File: src/rtl/ddr_refresh_ctrl_pkg.sv
// ddr_refresh_ctrl_pkg
//   Shared definitions for the DDR refresh scheduler:
//   - SDRAM command encodings {ras_n,cas_n,we_n}
//   - refresh FSM state encoding
//   - the command-bus drive bundle
//   - a small max helper used when sizing the wait timer
package ddr_refresh_ctrl_pkg;

  localparam logic [2:0] DDR_CMD_NOP          = 3'b111;
  localparam logic [2:0] DDR_CMD_PRECHARGE    = 3'b010;
  localparam logic [2:0] DDR_CMD_AUTO_REFRESH = 3'b001;

  typedef enum logic [2:0] {
    ST_IDLE,
    ST_REQ,
    ST_PRE,
    ST_WAIT_RP,
    ST_AREF,
    ST_WAIT_RFC,
    ST_DONE
  } ref_state_e;

  typedef struct packed {
    logic       valid;
    logic [2:0] cmd;
    logic       a10;
  } sdram_cmd_t;

  function automatic int max2(input int a, input int b);
    return (a > b) ? a : b;
  endfunction

endpackage

File: src/rtl/ddr_refresh_ctrl.sv
// ddr_refresh_ctrl
//   Refresh scheduler. Counts 7.8us ticks into a deferred-refresh counter,
//   requests the SDRAM command bus, and on grant issues PRECHARGE-ALL then
//   AUTO-REFRESH, spaced by tRP and tRFC.
// Ports
//   clk, reset        clock; synchronous active-low reset
//   pulse78           one-cycle refresh tick
//   enable            0 blocks new requests (ticks still counted)
//   ref_req/ref_gnt   command-bus request / level grant
//   ref_urgent        pending >= urgent_thresh
//   ref_busy          PRE..WAIT_RFC in progress
//   cmd_valid/cmd/cmd_a10  SDRAM command drive
//   ref_done          one-cycle completion pulse
//   pending           deferred-refresh count
//   ref_overflow      sticky: tick lost at the postpone ceiling
module ddr_refresh_ctrl
  import ddr_refresh_ctrl_pkg::*;
#(
  parameter int trp_cycles    = 3,
  parameter int trfc_cycles   = 4,
  parameter int max_postpone  = 8,
  parameter int urgent_thresh = 6
) (
  input  logic       clk,
  input  logic       reset,
  input  logic       pulse78,
  input  logic       enable,
  output logic       ref_req,
  output logic       ref_urgent,
  input  logic       ref_gnt,
  output logic       ref_busy,
  output logic       cmd_valid,
  output logic [2:0] cmd,
  output logic       cmd_a10,
  output logic       ref_done,
  output logic [3:0] pending,
  output logic       ref_overflow
);

  localparam int             TW      = $clog2(max2(trp_cycles, trfc_cycles)) + 1;
  localparam logic [TW-1:0]  TRP_LD  = TW'(trp_cycles - 1);
  localparam logic [TW-1:0]  TRFC_LD = TW'(trfc_cycles - 1);
  localparam logic [3:0]     PMAX    = 4'(max_postpone);
  localparam logic [3:0]     PURG    = 4'(urgent_thresh);

  ref_state_e    state, state_nxt;
  logic [TW-1:0] timer, timer_nxt;
  sdram_cmd_t    sc;
  logic          inc, dec;

  assign inc = pulse78 && (pending < PMAX);
  assign dec = (state == ST_AREF) && (pending != 4'd0);

  always_ff @(posedge clk) begin
    if (!reset) begin
      state        <= ST_IDLE;
      timer        <= '0;
      pending      <= '0;
      ref_overflow <= 1'b0;
    end else begin
      state <= state_nxt;
      timer <= timer_nxt;
      if (inc && !dec)      pending <= pending + 4'd1;
      else if (dec && !inc) pending <= pending - 4'd1;
      if (pulse78 && (pending >= PMAX)) ref_overflow <= 1'b1;
    end
  end

  // Timer holds the number of wait cycles still to run after PRE/AREF;
  // the wait state that sees 1 is the last one, so PRE->AREF is exactly
  // trp_cycles clocks and AREF->DONE exactly trfc_cycles clocks.
  always_comb begin
    state_nxt = state;
    timer_nxt = timer;
    sc        = '{valid: 1'b0, cmd: DDR_CMD_NOP, a10: 1'b0};
    ref_busy  = 1'b0;
    ref_done  = 1'b0;
    case (state)
      ST_IDLE: if (enable && (pending != 4'd0)) state_nxt = ST_REQ;
      ST_REQ:  if (ref_gnt) state_nxt = ST_PRE;
      ST_PRE: begin
        sc       = '{valid: 1'b1, cmd: DDR_CMD_PRECHARGE, a10: 1'b1};
        ref_busy = 1'b1;
        if (trp_cycles == 1) state_nxt = ST_AREF;
        else begin
          timer_nxt = TRP_LD;
          state_nxt = ST_WAIT_RP;
        end
      end
      ST_WAIT_RP: begin
        ref_busy = 1'b1;
        if (timer > TW'(1)) timer_nxt = timer - TW'(1);
        else begin
          timer_nxt = '0;
          state_nxt = ST_AREF;
        end
      end
      ST_AREF: begin
        sc       = '{valid: 1'b1, cmd: DDR_CMD_AUTO_REFRESH, a10: 1'b0};
        ref_busy = 1'b1;
        if (trfc_cycles == 1) state_nxt = ST_DONE;
        else begin
          timer_nxt = TRFC_LD;
          state_nxt = ST_WAIT_RFC;
        end
      end
      ST_WAIT_RFC: begin
        ref_busy = 1'b1;
        if (timer > TW'(1)) timer_nxt = timer - TW'(1);
        else begin
          timer_nxt = '0;
          state_nxt = ST_DONE;
        end
      end
      ST_DONE: begin
        ref_done  = 1'b1;
        state_nxt = ST_IDLE;
      end
      default: state_nxt = ST_IDLE;
    endcase
  end

  assign ref_req    = ref_busy || (state == ST_REQ);
  assign ref_urgent = (pending >= PURG);
  assign cmd_valid  = sc.valid;
  assign cmd        = sc.cmd;
  assign cmd_a10    = sc.a10;

endmodule

File: config.mk
export PLATFORM = sky130hd
export DESIGN_NAME = ddr_refresh_ctrl
export DESIGN_NICKNAME = d
export VERILOG_FILES = /design/src/rtl/ddr_refresh_ctrl_pkg.sv /design/src/rtl/ddr_refresh_ctrl.sv
export SDC_FILE = /design/constraint.sdc
export NUM_CORES = 1
export LEC_CHECK = 0
export CORE_MARGIN = 2
export CORE_UTILIZATION = 49
export CTS_BUF_LIST = sky130_fd_sc_hd__clkbuf_16
export DETAILED_ROUTE_END_ITERATION = 8
export PLACE_DENSITY = 0.8
export SYNTH_ARGS = -nofsm -noshare
export SYNTH_HDL_FRONTEND = slang
export SYNTH_SLANG_ARGS = --single-unit
File: constraint.sdc
create_clock -name clk -period 2.45 [get_ports clk]
set_input_delay 0.49 -clock clk [delete_from_list [all_inputs] [get_ports clk]]
set_output_delay 0.49 -clock clk [all_outputs]
set_load 0.01 [all_outputs]
==> results by group <==
Status
  – Status: finished clean

Synth
  – Commonest cells in the netlist: dfxtp_1 (11), inv_1 (9), nand2_1 (9)
  – Ys async rst share: 0
  – Distinct cells, synth: 40
  – Mapped Cells: 104
  – Post-synth top area share: 0.2577
  – Most area-consuming cells after synthesis: dfxtp_1 (26%), ha_1 (10%), nor4b_1 (4.1%)
  – Most frequent cell after synthesis: dfxtp_1
  – Ys flop type: dfxtp_1
  – Mapped cell area: 854.6 um^2
  – Number of synthesized flops with an enable pin: 0
  – Sequential element share of the synthesized area: 0.2577
  – Syn_area_per_cell: around 8.2 um^2
  – #FFs+latches synth: 11
  – Yosys synthesis warning count: 0
  – Area leader, netlist: dfxtp_1
  – Post-synth net total: about 120

Floorplan
  – Top Ports: 19
  – # rows: 15
  – Core Region: 1689 um^2
  – Width of the die: ~46 um
  – DIE AREA: 2094 um^2
  – Starting Density: 0.5059
  – Die Y: 45.76 um

Placement
  – HPWL after DPL: ~1400 um
  – Placed Area: approximately 1100 um^2
  – Port-buffer cells: 18
  – Routability cong.: between 0.8 and 0.9
  – Dpl cells: about 140
  – Pre-CTS WS: approximately 0.014 ns

Global route
  – All-Layer GR Usage: 0.1948
  – GRT overflow: 0
  – Vias in the first global route: approximately 710
  – First-pass GRT wire length: around 3000 um
  – Largest net degree at the start of global routing: 16
  – Initial antenna violation count: 0

Clocking
  – Worst-path clk slew: 0.04 ns
  – Root Buffer: clkbuf_16
  – CTS tree: done
  – Htree depth: 1
  – Longest Clk Path Bufs: 2
  – Skew-Pair Late Insertion Delay: ~0.23 ns
  – Clock sink count: 11
  – CTS resizes: 0
  – Number of buffers created by CTS: 3
  – Post CTS Setup Buffer Count: 0
  – Hold_buf cts: 0

Worst setup path
  – Worst setup EP type: flop
  – CP Max Fanout: 5
  – Critical Path Source Type: flop
  – Worst setup path class: reg -> reg
  – Worst EP required: approximately 2.6 ns
  – Crit path DAT: 2.45 ns
  – CP max-delay cell: or4_4
  – Most frequent cell on the critical path: ha_1
  – Max stage delay on crit path: about 0.51 ns
  – CP Cell Sequence: or4_4 -> nand2_1 -> ha_1 -> inv_1 -> ha_1 -> a21oi_1 -> a211oi_1 -> a31oi_1 -> mux2i_1

Timing
  – Fin crit share: 0.9320
  – Setup TNS: 0 ns
  – Clock Skews: about 0.0014 ns
  – Fin. Hold Viols: 0
  – Final setup viols: 0
  – RSZ-0062 raised after global routing: no
  – Worst slew pin tran: ~0.42 ns
  – Maximum clock frequency: roughly 0.44 GHz
  – Setup WS post-layout: between 0.15 and 0.2 ns
  – Slew headroom: 0.7161
  – Fin crit period: approximately 2.3 ns
  – Slew Limit Fails: 0

Layout
  – Final instance area: 1139 um^2
  – Fin cells: 143
  – Nets: 140
  – P&R area growth vs syn: 33.24%
  – Share of cells above drive strength 1: 0.1349
  – Antenna cells: 0

Detailed routing
  – DRT Wirelength: 1843 um
  – Drt pass-1 iters: 4
  – WL/cell: 12.89 um
  – DRC viols: 0
  – Vias per cell: 5.678
  – Vias: approximately 810
  – ANT nets after route: 0
  – Initial DRC count: 23

Min path
  – HP Class: reg -> reg

Pwr
  – Pwr per Cell Area: 1059 nW/um^2
  – Power Total: between 1 and 1.5 mW
  – P_leak: a little under 0.5 nW
  – Worst vdd ir: slightly above 0.6 mV

Job
  – Max-cap viol count: 0
power breakdown:
part           internal, mW  switching (mW)
registers             0.231          0.0614
clock network         0.214          0.0761
logic                 0.339           0.285
state kept, by name (all words and copies together), names as in the netlist:
signal / flops
state: 3
pending: 4
ref_overflow: 1
timer: 3
logic make-up after synthesis:
logic type | Yosys count | synth area share
flip-flops | 11 | 0.2577
AND/OR/NAND/NOR | 39 | 0.2621
multiplexers | 2 | 0.02343
buffers and inverters | 14 | 0.08198
adder cells (fa/ha/maj) | 8 | 0.1259
AO/OA/AOI/OAI | 27 | 0.2182
XOR/XNOR | 3 | 0.03075
worst max-delay path, delay by kind of cell, from the launching register on:
kind / cells / cell delay (ns)
AOI/OAI and AO/OA: 3 / 0.48
adders and majority gates: 2 / 0.49
buffers and inverters: 1 / 0.09
DFF: 1 / 0.34
muxes: 1 / 0.19
and+or+nand+nor: 2 / 0.61
cell usage in the layout (no fill, tap or decap), types with 2 or more instances in the layout:
cell type / n
buf_4: 5
clkdlybuf4s50_1: 18
or2_2: 3
inv_1: 10
o21ai_0: 7
a21oi_1: 5
dfxtp_1: 11
clkbuf_16: 3
nor2b_1: 4
xnor2_1: 2
o21a_1: 2
ha_1: 7
nand2_1: 9
nor2_1: 5
mux2i_1: 2
nor4b_1: 4
nand2b_1: 3
a211oi_1: 2
and2_1: 2
per-layer routing:
| metal | vias to the layer above | wire (um) | track usage |
|---|---|---|---|
| met4 | 0 | 11 | 0.06857 |
| met2 | 16 | 916 | 0.3352 |
| met3 | 2 | 73 | 0.03571 |
| met5 | - | 0 | 0 |
| li1 | 411 | - | - |
| met1 | 383 | 842 | 0.2410 |
per-stage QoR:
stage / hold slack (ns) / utilization
2_1_floorplan: 0.4697 / -
3_3_place_gp: 0.4804 / 0.6259
3_5_place_dp: 0.4839 / 0.6259
4_1_cts: 0.4932 / 0.6726
5_1_grt: 0.5098 / 0.6741
6_report: 0.4835 / 0.6741
cell type report:
class	instances	area [um^2]
Timing Repair Buffer	23	217.7
Clock buffer	3	75.07
Fill cell	142	550.5
Tap cell	17	21.27
Sequential cell	11	220.2
Multi-Input combinational cell	79	566.8
Clock inverter	1	3.754
Inverter	9	33.78
worst paths after layout:
check                           slack [ns]          from            to  depth (start not counted)
worst max-delay path                  0.17    pending[2]    pending[3]                          9
worst min-delay path                  0.48  ref_overflow  ref_overflow                          2
worst min register to register        0.48  ref_overflow  ref_overflow                          2
worst max register to register        0.17    pending[2]    pending[3]                          9
(Power assumes the default switching activity.)
